===== src/rtl/enc_input_scheduler_pkg.sv =====
// Shared encoder constants and the input scheduler state type.
package enc_input_scheduler_pkg;

  localparam int ENC_SYM_NUM = 8;
  localparam int RS_MES_LEN  = 223;
  localparam int RS_COD_LEN  = 255;
  localparam int SCH_PRE_THR = 16;

  typedef enum logic [1:0] {
    SCH_IDL = 2'd0,
    SCH_RUN = 2'd1,
    SCH_DRN = 2'd2,
    SCH_ERR = 2'd3
  } SCH_STATE;

endpackage


===== src/rtl/enc_input_scheduler_modcnt.sv =====
// Modulo-MES_LEN symbol accumulator; exposes the next value and a wrap pulse
// so the caller can act on a codeword boundary in the same cycle.
module enc_sym_modcnt #(
  parameter  int MES_LEN = 223,
  parameter  int ADD_W   = 4,
  localparam int CNT_W   = $clog2(MES_LEN)
) (
  input  logic             clk,
  input  logic             rst_n,
  input  logic             clr,
  input  logic [ADD_W-1:0] add,
  output logic [CNT_W-1:0] cnt,
  output logic [CNT_W-1:0] cnt_nxt,
  output logic             wrap
);

  logic [CNT_W-1:0] cnt_q;
  logic [CNT_W-1:0] cnt_d;
  logic [CNT_W:0]   sum_s;

  // Sum with single-step modulo reduction; add is always below MES_LEN.
  always_comb begin
    sum_s = {1'b0, cnt_q} + (CNT_W+1)'(add);
    if (sum_s >= (CNT_W+1)'(MES_LEN)) begin
      wrap    = 1'b1;
      cnt_nxt = CNT_W'(sum_s - (CNT_W+1)'(MES_LEN));
    end else begin
      wrap    = 1'b0;
      cnt_nxt = sum_s[CNT_W-1:0];
    end
    if (clr) begin
      cnt_d = '0;
    end else begin
      cnt_d = cnt_nxt;
    end
  end

  // Counter register with synchronous active-low reset.
  always_ff @(posedge clk) begin
    if (!rst_n) begin
      cnt_q <= '0;
    end else begin
      cnt_q <= cnt_d;
    end
  end

  assign cnt = cnt_q;

endmodule


===== src/rtl/enc_input_scheduler.sv =====
// Input-side scheduler for the RS encoder: staging buffer pointers/occupancy,
// encoder run gating, codeword counting and sticky stream error flags.
module enc_input_scheduler
  import enc_input_scheduler_pkg::*;
#(
  parameter  int SYM_NUM = ENC_SYM_NUM,
  parameter  int MES_LEN = RS_MES_LEN,
  parameter  int BUF_DEP = 32,
  parameter  int PRE_THR = SCH_PRE_THR,
  localparam int NW      = $clog2(SYM_NUM + 1),
  localparam int PW      = $clog2(BUF_DEP),
  localparam int OW      = $clog2(BUF_DEP + 1),
  localparam int MW      = $clog2(MES_LEN)
) (
  input  logic          clk,
  input  logic          rst_n,
  input  logic          in_valid,
  output logic          in_ready,
  input  logic [NW-1:0] in_num,
  input  logic          in_last,
  input  logic [NW-1:0] sel_request,
  input  logic          cw_done,
  output logic          enc_run,
  output logic [PW-1:0] wr_ptr,
  output logic [PW-1:0] rd_ptr,
  output logic [OW-1:0] occupancy,
  output logic [15:0]   cw_count,
  output SCH_STATE      sch_state,
  output logic          err_underflow,
  output logic          err_frame
);

  SCH_STATE      state_q, state_d;
  logic          enc_run_q, enc_run_d;
  logic [PW-1:0] wr_ptr_q, wr_ptr_d;
  logic [PW-1:0] rd_ptr_q, rd_ptr_d;
  logic [OW-1:0] occ_q, occ_d;
  logic [15:0]   cw_count_q, cw_count_d;
  logic          err_uf_q, err_uf_d;
  logic          err_fr_q, err_fr_d;
  logic          last_seen_q, last_seen_d;

  logic          in_ready_s;
  logic          accept_s;
  logic [NW-1:0] push_s;
  logic [NW-1:0] pop_s;
  logic          req_gt_s;
  logic          underflow_s;
  logic          frame_err_s;
  logic          clear_s;
  logic [OW:0]   occ_sum_s;
  logic [MW-1:0] push_mod_s, push_mod_nxt_s, pop_mod_s, pop_mod_nxt_s;
  logic          push_wrap_s, pop_wrap_s;

  // Readiness looks only at registered state so there is no in_valid path.
  always_comb begin
    if (((state_q == SCH_IDL) || (state_q == SCH_RUN)) && !last_seen_q &&
        (occ_q <= OW'(BUF_DEP - SYM_NUM))) begin
      in_ready_s = 1'b1;
    end else begin
      in_ready_s = 1'b0;
    end
  end

  assign accept_s = in_valid & in_ready_s;
  assign clear_s  = (state_q == SCH_DRN) & cw_done;

  // Push/pop amounts; an underflowing request in RUN pops nothing.
  always_comb begin
    push_s      = accept_s ? in_num : '0;
    req_gt_s    = (OW'(sel_request) > occ_q);
    underflow_s = (state_q == SCH_RUN) & req_gt_s;
    if ((state_q != SCH_RUN) && (state_q != SCH_DRN)) begin
      pop_s = '0;
    end else if (underflow_s) begin
      pop_s = '0;
    end else if (req_gt_s) begin
      pop_s = NW'(occ_q);
    end else begin
      pop_s = sel_request;
    end
    occ_sum_s = {1'b0, occ_q} + (OW+1)'(push_s) - (OW+1)'(pop_s);
  end

  enc_sym_modcnt #(.MES_LEN(MES_LEN), .ADD_W(NW)) u_push_mod (
    .clk     (clk),
    .rst_n   (rst_n),
    .clr     (clear_s),
    .add     (push_s),
    .cnt     (push_mod_s),
    .cnt_nxt (push_mod_nxt_s),
    .wrap    (push_wrap_s)
  );

  enc_sym_modcnt #(.MES_LEN(MES_LEN), .ADD_W(NW)) u_pop_mod (
    .clk     (clk),
    .rst_n   (rst_n),
    .clr     (clear_s),
    .add     (pop_s),
    .cnt     (pop_mod_s),
    .cnt_nxt (pop_mod_nxt_s),
    .wrap    (pop_wrap_s)
  );

  // A last beat must close a whole message; other beats must be full.
  always_comb begin
    if (accept_s && ((in_num == '0) ||
                     (!in_last && (in_num != NW'(SYM_NUM))) ||
                     (in_last && (push_mod_nxt_s != '0)))) begin
      frame_err_s = 1'b1;
    end else begin
      frame_err_s = 1'b0;
    end
  end

  // Next-state and bookkeeping; frame error outranks underflow.
  always_comb begin
    state_d     = state_q;
    wr_ptr_d    = wr_ptr_q + PW'(push_s);
    rd_ptr_d    = rd_ptr_q + PW'(pop_s);
    occ_d       = occ_sum_s[OW-1:0];
    last_seen_d = last_seen_q | (accept_s & in_last);
    err_fr_d    = err_fr_q | frame_err_s;
    err_uf_d    = err_uf_q | (underflow_s & ~frame_err_s);
    cw_count_d  = pop_wrap_s ? (cw_count_q + 16'd1) : cw_count_q;
    case (state_q)
      SCH_IDL: begin
        if (frame_err_s) begin
          state_d = SCH_ERR;
        end else if ((occ_q >= OW'(PRE_THR)) || (last_seen_q && (occ_q != '0))) begin
          state_d = SCH_RUN;
        end else begin
          state_d = SCH_IDL;
        end
      end
      SCH_RUN: begin
        if (frame_err_s || underflow_s) begin
          state_d = SCH_ERR;
        end else if (last_seen_q && (occ_d == '0)) begin
          state_d = SCH_DRN;
        end else begin
          state_d = SCH_RUN;
        end
      end
      SCH_DRN: begin
        if (cw_done) begin
          state_d     = SCH_IDL;
          wr_ptr_d    = '0;
          rd_ptr_d    = '0;
          last_seen_d = 1'b0;
        end else begin
          state_d = SCH_DRN;
        end
      end
      SCH_ERR: begin
        state_d = SCH_ERR;
      end
      default: begin
        state_d = SCH_ERR;
      end
    endcase
    enc_run_d = (state_d == SCH_RUN) || (state_d == SCH_DRN);
  end

  // State and registered outputs with synchronous active-low reset.
  always_ff @(posedge clk) begin
    if (!rst_n) begin
      state_q     <= SCH_IDL;
      enc_run_q   <= 1'b0;
      wr_ptr_q    <= '0;
      rd_ptr_q    <= '0;
      occ_q       <= '0;
      cw_count_q  <= 16'd0;
      err_uf_q    <= 1'b0;
      err_fr_q    <= 1'b0;
      last_seen_q <= 1'b0;
    end else begin
      state_q     <= state_d;
      enc_run_q   <= enc_run_d;
      wr_ptr_q    <= wr_ptr_d;
      rd_ptr_q    <= rd_ptr_d;
      occ_q       <= occ_d;
      cw_count_q  <= cw_count_d;
      err_uf_q    <= err_uf_d;
      err_fr_q    <= err_fr_d;
      last_seen_q <= last_seen_d;
    end
  end

  assign in_ready      = in_ready_s;
  assign enc_run       = enc_run_q;
  assign wr_ptr        = wr_ptr_q;
  assign rd_ptr        = rd_ptr_q;
  assign occupancy     = occ_q;
  assign cw_count      = cw_count_q;
  assign sch_state     = state_q;
  assign err_underflow = err_uf_q;
  assign err_frame     = err_fr_q;

  // Modulo counter values are observed only through their next/wrap outputs.
  logic unused_s;
  assign unused_s = ^{push_mod_s, pop_mod_s, pop_mod_nxt_s, push_wrap_s};

endmodule


===== config.mk =====
export PLATFORM = sky130hd
export DESIGN_NAME = enc_input_scheduler
export DESIGN_NICKNAME = d
export VERILOG_FILES = /design/src/rtl/enc_input_scheduler_pkg.sv /design/src/rtl/enc_input_scheduler_modcnt.sv /design/src/rtl/enc_input_scheduler.sv
export SDC_FILE = /design/constraint.sdc
export NUM_CORES = 1
export LEC_CHECK = 0
export ABC_CLOCK_PERIOD_IN_PS = 6500
export BUFFER_PORTS_ARGS = -buffer_cell sky130_fd_sc_hd__buf_4
export CORE_ASPECT_RATIO = 1.25
export CORE_MARGIN = 1
export CORE_UTILIZATION = 40
export CTS_BUF_LIST = sky130_fd_sc_hd__clkbuf_4 sky130_fd_sc_hd__clkbuf_8
export DETAILED_ROUTE_END_ITERATION = 16
export SLEW_MARGIN = 20
export SYNTH_ARGS = -nofsm -noshare
export SYNTH_HDL_FRONTEND = slang
export SYNTH_HIERARCHICAL = 1
export SYNTH_SLANG_ARGS = --single-unit

===== constraint.sdc =====
create_clock -name clk -period 6.5 [get_ports clk]
set_input_delay 0.65 -clock clk [delete_from_list [all_inputs] [get_ports clk]]
set_output_delay 0.65 -clock clk [all_outputs]
set_load 0.005 [all_outputs]

# [Word-level counts from Yosys, hierarchy flattened]
# Index checks and enable logic that the tools add are counted.
[classes] magnitude_cmp=5 eq_ne=8 n_reduce_logical=22 addsub=9 bitwise_logic=10 mux=21
[op_table] op="$mux W5" n=4
[op_table] op="$add A8 B4 Y9" n=2
[op_table] op="$ge A9 B8 Y1 const B" n=2
[op_table] op="$add A16 B1 Y16 const B" n=1
[op_table] op="$mux W4" n=4
[op_table] op="$mux W8" n=2
[op_table] op="$sub A8 B8 Y8 const B" n=2
[op_table] op="$add A5 B4 Y5" n=2
[op_table] op="$logic_and A1 B1 Y1" n=8
[op_table] op="$mux W2" n=4
[op_table] op="$pmux W2 S4" n=1
[op_table] op="$reduce_bool A8 Y1" n=1
[op_table] op="$add A6 B4 Y6" n=1
[op_table] op="$eq A2 B2 Y1 const B" n=3
[op_table] op="$ge A6 B5 Y1 const B" n=1
[op_table] op="$gt A4 B6 Y1" n=1
[op_table] op="$le A6 B5 Y1 const B" n=1
[op_table] op="$logic_not A6 Y1" n=1
[op_table] op="$logic_or A1 B1 Y1" n=6
[op_table] op="$mux W1" n=6
[op_table] op="$reduce_bool A6 Y1" n=1
[op_table] op="$sub A6 B4 Y6" n=1
[op_table] op="$and A1 B1 Y1" n=5
[op_table] op="$eq A2 B1 Y1 const B" n=2
[op_table] op="9 further kinds" n=13
[word_totals] in_bits=13 elab_cells=86 output_inout_bits=38 reg_bits=54

# [Logic depth before layout (Yosys ltp)]
# Gate-level depths: netlist (run 1).
[depth] depth_word=20 mapped_depth=23 depth_no_buf=22

# [By module]
# Netlist (run 1), hierarchy kept.
[by_module_without_submodules] mod="enc_input_scheduler" area_each_um2=2326.0 cells_each=257 seq_area_each_um2=760.7 instances=1
[by_module_without_submodules] mod="enc_sym_modcnt at u_push_mod" area_each_um2=919.6 cells_each=112 seq_area_each_um2=160.2 instances=1
[by_module_without_submodules] mod="enc_sym_modcnt at u_pop_mod" area_each_um2=887.1 cells_each=108 seq_area_each_um2=160.2 instances=1

# [Worst setup path after synthesis (run 1)]
# Ideal clock, no wire load.
[synth_path] kind="reg-to-reg" startpoint="register state_q[1] (netlist: sch_state[1])" endpoint="register enc_run_q (netlist: enc_run)" required_time_ps=6372 n_path_buf=1 slack_ps=1678 stages_incl_launch_ff=23 synth_period_minus_slack_ps=4822 arrival_time_ps=4695 setup_ps=128 path_cell_list="dfxtp_1 inv_1 ha_1 o21bai_1 nor4_4 nand2_1 inv_1 ha_1 fa_1 ha_1 clkbuf_2 or2_2 a31o_4 a21oi_4 inv_2 mux2_4 nor4_1 a21boi_1 o21ai_2 or3b_1 o221ai_2 xor2_1 nor2_1"
[synth_via] elab_chain_len=20 elab_cells_between_ends=37 cone_classes="add/sub (4); order compare (1); eq/ne (7); mux (10); bitwise (2); reduce/logical (13)"
[synth_rtl] element="from (decl)" line="enc_input_scheduler.sv:33" text="SCH_STATE state_q, state_d;"
[synth_rtl] element="from (signal assigned)" line="enc_input_scheduler.sv:178" text="state_q <= state_d;"
[synth_rtl] element="$eq A2 B1 Y1 or $logic_not A2 Y1 (tied branches)" line="enc_input_scheduler.sv:57" text="if (((state_q == SCH_IDL) || (state_q == SCH_RUN)) && !last_seen_q &&"
[synth_rtl] element="$logic_or A1 B1 Y1 *" line="enc_input_scheduler.sv:57"
[synth_rtl] element="$logic_and A1 B1 Y1 * (2 in a row)" line="enc_input_scheduler.sv:57"
[synth_rtl] element="$mux W1 *" line="enc_input_scheduler.sv:57"
[synth_rtl] element="$and A1 B1 Y1 *" line="enc_input_scheduler.sv:65" text="assign accept_s = in_valid & in_ready_s;"
[synth_rtl] element="$mux W4 *" line="enc_input_scheduler.sv:70" text="push_s = accept_s ? in_num : '0;"
[synth_rtl] element="via push_s[0]" line="enc_input_scheduler.sv:45" text="logic [NW-1:0] push_s;"
[synth_rtl] element="$add A8 B4 Y9 *" line="enc_input_scheduler_modcnt.sv:23" text="sum_s = {1'b0, cnt_q} + (CNT_W+1)'(add);"
[synth_rtl] element="[... 2 more ...]"
[synth_rtl] element="via push_mod_nxt_s[1]" line="enc_input_scheduler.sv:52" text="logic [MW-1:0] push_mod_s, push_mod_nxt_s, pop_mod_s, pop_mod_nxt_s;"
[synth_rtl] element="[... 2 more ...]"
[synth_rtl] element="$logic_or A1 B1 Y1 *" line="enc_input_scheduler.sv:108" text="(!in_last && (in_num != NW'(SYM_NUM))) ||"
[synth_rtl] element="$logic_and A1 B1 Y1 *" line="enc_input_scheduler.sv:107" text="if (accept_s && ((in_num == '0) ||"
[synth_rtl] element="$mux W1 *" line="enc_input_scheduler.sv:107"
[synth_rtl] element="$logic_or A1 B1 Y1" line="enc_input_scheduler.sv:137" text="if (frame_err_s || underflow_s) begin"
[synth_rtl] element="$mux W2" line="enc_input_scheduler.sv:137"
[synth_rtl] element="$pmux W2 S4 *" line="enc_input_scheduler.sv:126" text="case (state_q)"
[synth_rtl] element="$eq A2 B1 Y1 or $eq A2 B2 Y1 (tied branches)" line="enc_input_scheduler.sv:162" text="enc_run_d = (state_d == SCH_RUN) || (state_d == SCH_DRN);"
[synth_rtl] element="$logic_or A1 B1 Y1 *" line="enc_input_scheduler.sv:162"
[synth_rtl] element="to (signal assigned)" line="enc_input_scheduler.sv:179" text="enc_run_q <= enc_run_d;"
[synth_rtl] element="to (decl)" line="enc_input_scheduler.sv:34" text="logic enc_run_q, enc_run_d;"
# The timed path passes the listed nets; every way through them passes the cells marked *.
# A chain may end at the register's enable or synchronous reset.

# [Final worst setup path (run 1)]
[layout_path] startpoint="register state_q[0] (netlist: sch_state[0])" endpoint="register enc_run_q (netlist: enc_run)"
# The elaborated chain is that of the path after synthesis.

==> results.toml, run 1 <==
[cts]
clk-insertion-delay-late_ns = 0.33
path_clk_slew_ns = 0.11
number_of_clock_sinks_seen_by_cts = 54
cts.repair_timing.setup_buffer_count = 0
ctsHtreeMaxLevel = 2
maximum_root_to_sink_buffer_count = 2
tritoncts = "built"
cts.root.buffer_cell = "sky130_fd_sc_hd__clkbuf_8"
cts_repair_resize_count = 0
cts_buffers = 5
cts.hold.buffers_added = 0

[sta]
fin_skew_ns = 0.0106
hold_viol = 0
fmax_ghz = 0.184
setup-violations-final = 0
tns_ns = 0
rsz0062_at_grt = "no"
final-max-slew-violation-count = 0
tightest_slew_ns = 0.884
post_layout_min_period_ns = 5.43
max-slew-margin-rel_pct = 41.0
period_share_pct = 83.6

[global_route]
global_route_total_overflow = 0
all_layer_global_routing_usage_pct = 19.0
vias_in_the_first_global_route = 3297
pin_count_of_the_biggest_net_entering_global_routing = 23
number_of_antenna_violations_at_the_first_check_in_global_routing = 0
grt_first_pass_wirelength_um = 15900

[floorplanning]
std_cell_rows = 40
initial_utilization_pct = 41.7
die_width_um = 92.0
design.core.area_um2 = 9710
top_level_ports = 51
die_h_um = 115
floorplan.die_area_um2 = 10500

[power_and_ir_drop]
p_comb_share_pct = 61.8
p_sw_share_pct = 45.7
net-switching-power_mw = 0.825
power.sequential.fraction_pct = 26.8
leakage_power_total_nw = 2.04
ir_worst_vdd_mv = 0.160
power_frac_clock_pct = 11.3
internal_power_mw = 0.981
power_density_nw_per_um2 = 391

[critical_path]
timing.critical_path.to_type = "register"
cp_data_required_time_ns = 6.70
timing.setup.critical_path_class = "reg2reg"
crit_fanout = 9
worst_setup_path_start_kind = "register"
worst_path_arrival_time_ns = 5.64

[cells_and_area]
syn2layout_area_growth_pct = 14.0
layout_common_cells = "sky130_fd_sc_hd__dfxtp_1 (54), sky130_fd_sc_hd__buf_4 (50), sky130_fd_sc_hd__nor2_1 (45)"
layout.cells.most_common = "sky130_fd_sc_hd__dfxtp_1"
final_area_um2 = 4620
nets = 570
multi_input_comb_area_um2 = 2770
regArea_um2 = 1080
fillCellCount = 984
antenna-diode-count = 0
drive_gt1_share_pct = 18.5

[detailed_routing]
drt_iter0_drc = 127
wl_um = 9420
detailroute.via_count = 3439
route.detailed.wl_per_inst_um = 14.7
drt_pass1_iterations = 4
antenna_left = 0
remaining_drc_errors = 0
avgViaCountPerCell = 5.37

[placed_design]
placement.io_buffers = 50
dpl.hpwl_um = 7550
place_congestion = 0.879
detailed_place.area_um2 = 4530

[synth]
cell_area_after_technology_mapping_um2 = 4050
synth_cells = 467
yosys_warnings = 6
synthesized_net_count = 524
synth.avg_cell_area_um2 = 8.68

[outcome]
run_status = "finished, final reports clean"

[job]
cap_violations = 0

[worst_hold_path]
timing.hold.worst.class = "reg2reg"
[per-layer routing]
metal | up-vias | global-route usage, % | wire length, µm
met3 | 17 | 3.52 | 366
met4 | 0 | 7.08 | 206
met5 | - | 0 | 0
met1 | 1631 | 22.4 | 4070
li1 | 1731 | - | -
met2 | 60 | 34.1 | 4780
[stage by stage]
stage	worst slack, ns	util, %	power (mW)	instances	hold WS [ns]
after global routing	0.568	47.6	1.99	640	0.500
after floorplan	1.68	-	1.33	467	0.442
after detailed placement	1.09	46.7	1.62	632	0.452
after global placement	1.10	46.7	1.60	632	0.441
final	1.07	47.6	1.81	640	0.477
after CTS	1.05	47.6	1.83	640	0.474
[power groups by stage]
stage	Combinational (mW)	Sequential (mW)	Clock, mW
2_1_floorplan	0.864	0.464	0
3_3_place_gp	1.10	0.493	0
3_5_place_dp	1.12	0.493	0
4_1_cts	1.13	0.486	0.211
5_1_grt	1.26	0.497	0.227
6_report	1.12	0.485	0.204
[final timing paths]
path / start / endpoint / slack (ns) / cells after the start
worst max-delay path: sch_state[0] / enc_run / 1.07 / 19
worst max register to register: sch_state[0] / enc_run / 1.07 / 19
worst min-delay path: err_frame / err_frame / 0.48 / 2
worst min register to register: err_frame / err_frame / 0.48 / 2
[critical path, cell delays in order (launching register included)]
cell	delay [ns]
sky130_fd_sc_hd__dfxtp_1	0.42
sky130_fd_sc_hd__ha_1	0.26
sky130_fd_sc_hd__o21bai_1	0.14
sky130_fd_sc_hd__nor4_4	0.48
sky130_fd_sc_hd__nand2_1	0.15
sky130_fd_sc_hd__inv_1	0.11
sky130_fd_sc_hd__ha_1	0.22
sky130_fd_sc_hd__fa_1	0.50
sky130_fd_sc_hd__ha_1	0.35
sky130_fd_sc_hd__or2_2	0.36
sky130_fd_sc_hd__a31o_4	0.25
sky130_fd_sc_hd__a21oi_4	0.24
sky130_fd_sc_hd__o221ai_1	0.19
sky130_fd_sc_hd__nor4_1	0.40
sky130_fd_sc_hd__a21boi_1	0.15
sky130_fd_sc_hd__o21ai_2	0.28
sky130_fd_sc_hd__or3b_1	0.40
sky130_fd_sc_hd__o221ai_2	0.18
sky130_fd_sc_hd__xor2_1	0.16
sky130_fd_sc_hd__nor2_1	0.05
[registers in the layout, indices dropped and copies added, names as in the netlist]
| signal | count |
|---|---|
| last_seen_q | 1 |
| u_push_mod/cnt | 8 |
| rd_ptr | 5 |
| occupancy | 6 |
| enc_run | 1 |
| u_pop_mod/cnt | 8 |
| cw_count | 16 |
| err_underflow | 1 |
| sch_state | 2 |
| wr_ptr | 5 |
| err_frame | 1 |
[layout make-up]
cell class              instances  area share [%]
clock buffers                   5            1.49
flip-flops and latches         54            23.4
inverters                      38            3.19
multi-input cells             364            59.9
clock inverters                 3           0.487
well taps                     126            3.41
repair buffers                 50            8.12
No activity file was read; power rests on OpenSTA's default activity.
==> run 2, diff against run 1 <==
- ABC_CLOCK_PERIOD_IN_PS: 6500 -> 5300
- clock period: 6.5 -> 5.3 ns (I/O delays scaled with it)
==> results.toml, run 2 (synthesis results as in run 1) <==
[outcome]
run_status = "finished, final reports clean"

[sta]
tns_ns = 0
hold_viol = 0
max-slew-margin-rel_pct = 41.9
tightest_slew_ns = 0.869
period_share_pct = 93.6
setup-violations-final = 0
fin_skew_ns = 0.0150
timing.final.ws_setup_ns = 0.339
fmax_ghz = 0.202
final-max-slew-violation-count = 0
post_layout_min_period_ns = 4.96

[placed_design]
placement.io_buffers = 50
dpl.hpwl_um = 7800
place_congestion = 0.855
dp_worst_setup_slack_ns = 0.169

[cells_and_area]
layout_common_cells = "sky130_fd_sc_hd__buf_4 (62), sky130_fd_sc_hd__dfxtp_1 (53), sky130_fd_sc_hd__nor2_1 (45)"
nets = 582
max_ffs_per_register = 16
syn2layout_area_growth_pct = 16.9
layout.cells.most_common = "sky130_fd_sc_hd__buf_4"
drive_gt1_share_pct = 21.1
antenna-diode-count = 0
fillCellCount = 988

[floorplanning]
design.core.area_um2 = 9710
top_level_ports = 51
die_width_um = 92.0
floorplan.die_area_um2 = 10500
initial_utilization_pct = 41.7
std_cell_rows = 40
die_h_um = 115

[global_route]
vias_in_the_first_global_route = 3462
all_layer_global_routing_usage_pct = 19.8
pin_count_of_the_biggest_net_entering_global_routing = 23
number_of_antenna_violations_at_the_first_check_in_global_routing = 0
global_route_total_overflow = 0
grt_first_pass_wirelength_um = 16400

[detailed_routing]
drt_iter0_drc = 114
drt_pass1_iterations = 5
avgViaCountPerCell = 5.34
wl_um = 9900
route.detailed.wl_per_inst_um = 15.2
antenna_left = 0
detailroute.via_count = 3479
remaining_drc_errors = 0

[cts]
path_clk_slew_ns = 0.12
maximum_root_to_sink_buffer_count = 2
cts.root.buffer_cell = "sky130_fd_sc_hd__clkbuf_8"
clk-insertion-delay-late_ns = 0.34
ctsHtreeMaxLevel = 2
cts_buffers = 5
tritoncts = "built"
number_of_clock_sinks_seen_by_cts = 54

[worst_hold_path]
timing.hold.worst.start = "err_frame"
timing.hold.worst.class = "reg2reg"

[critical_path]
worst_setup_path_start_kind = "register"
worst_path_arrival_time_ns = 5.17
crit_fanout = 6
cp_data_required_time_ns = 5.50
worst_r2r_startpoint = "occupancy[2]"
timing.critical_path.from = "occupancy[2]"
timing.setup.critical_path_class = "reg2reg"
timing.critical_path.to_type = "register"

[power_and_ir_drop]
ir_worst_vdd_mv = 0.169
leakage_power_total_nw = 2.10
power_density_nw_per_um2 = 484

[job]
cap_violations = 0
[run 2: cell type report]
type | instances | area [µm²] | share of cell area, %
multi-input cells | 364 | 2790 | 58.9
repair buffers | 62 | 465 | 9.83
well taps | 126 | 158 | 3.33
flip-flops and latches | 54 | 1080 | 22.9
inverters | 38 | 148 | 3.12
clock inverters | 3 | 25.0 | 0.528
clock buffers | 5 | 68.8 | 1.45
[run 2: per-stage QoR]
stage	instances	utilization (%)	hold slack, ns	area, µm²	total power [mW]
final	652	48.8	0.469	4740	2.29
after global placement	641	47.4	0.440	4600	1.99
after detailed placement	641	47.4	0.456	4600	2.01
after floorplan	467	-	0.442	4050	1.63
after CTS	649	48.3	0.462	4690	2.28
after global routing	652	48.8	0.506	4740	2.49
[run 2: worst paths after layout]
path               end  slack, ns  cells past startpoint
min reg2reg  err_frame       0.47                      2
max            enc_run       0.34                     19
max reg2reg    enc_run       0.34                     19
min          err_frame       0.47                      2
[run 2: critical path, stage by stage (launching register included)]
cell                       delay (ns)
sky130_fd_sc_hd__dfxtp_1         0.41
sky130_fd_sc_hd__o311a_4         0.42
sky130_fd_sc_hd__nor4_4          0.39
sky130_fd_sc_hd__nand2_1         0.13
sky130_fd_sc_hd__inv_1           0.10
sky130_fd_sc_hd__ha_1            0.21
sky130_fd_sc_hd__fa_2            0.49
sky130_fd_sc_hd__ha_1            0.23
sky130_fd_sc_hd__or2_2           0.33
sky130_fd_sc_hd__a31o_4          0.25
sky130_fd_sc_hd__a21oi_4         0.15
sky130_fd_sc_hd__inv_2           0.05
sky130_fd_sc_hd__mux2_4          0.29
sky130_fd_sc_hd__nor4_2          0.30
sky130_fd_sc_hd__a21boi_1        0.13
sky130_fd_sc_hd__o21ai_2         0.18
sky130_fd_sc_hd__or3b_1          0.37
sky130_fd_sc_hd__o221ai_2        0.17
sky130_fd_sc_hd__xor2_1          0.17
sky130_fd_sc_hd__nor2_1          0.05
[run 2: what timing repair did]
action / CTS / global route
gates resized for setup: 0 / 5
hold endpoints to repair: 0 / 0
buffers inserted: 0 / 3
setup endpoints to repair: 0 / 12
hold buffers: 0 / 0
[run 2: routing by layer]
layer  vias up  global-route usage (%)  part of all wire, %
met5         -                       0                    0
met4         0                    8.96                  2.4
met3        18                    3.59                  3.5
met2        62                    35.2                   51
met1      1649                    22.9                   43
li1       1750                       -                    -
[run 2: where the power goes]
part           switching (mW)  leakage (nW)  internal, mW
registers              0.0901         0.441         0.502
clock network           0.161        0.0447        0.0960
logic                   0.801          1.61         0.643
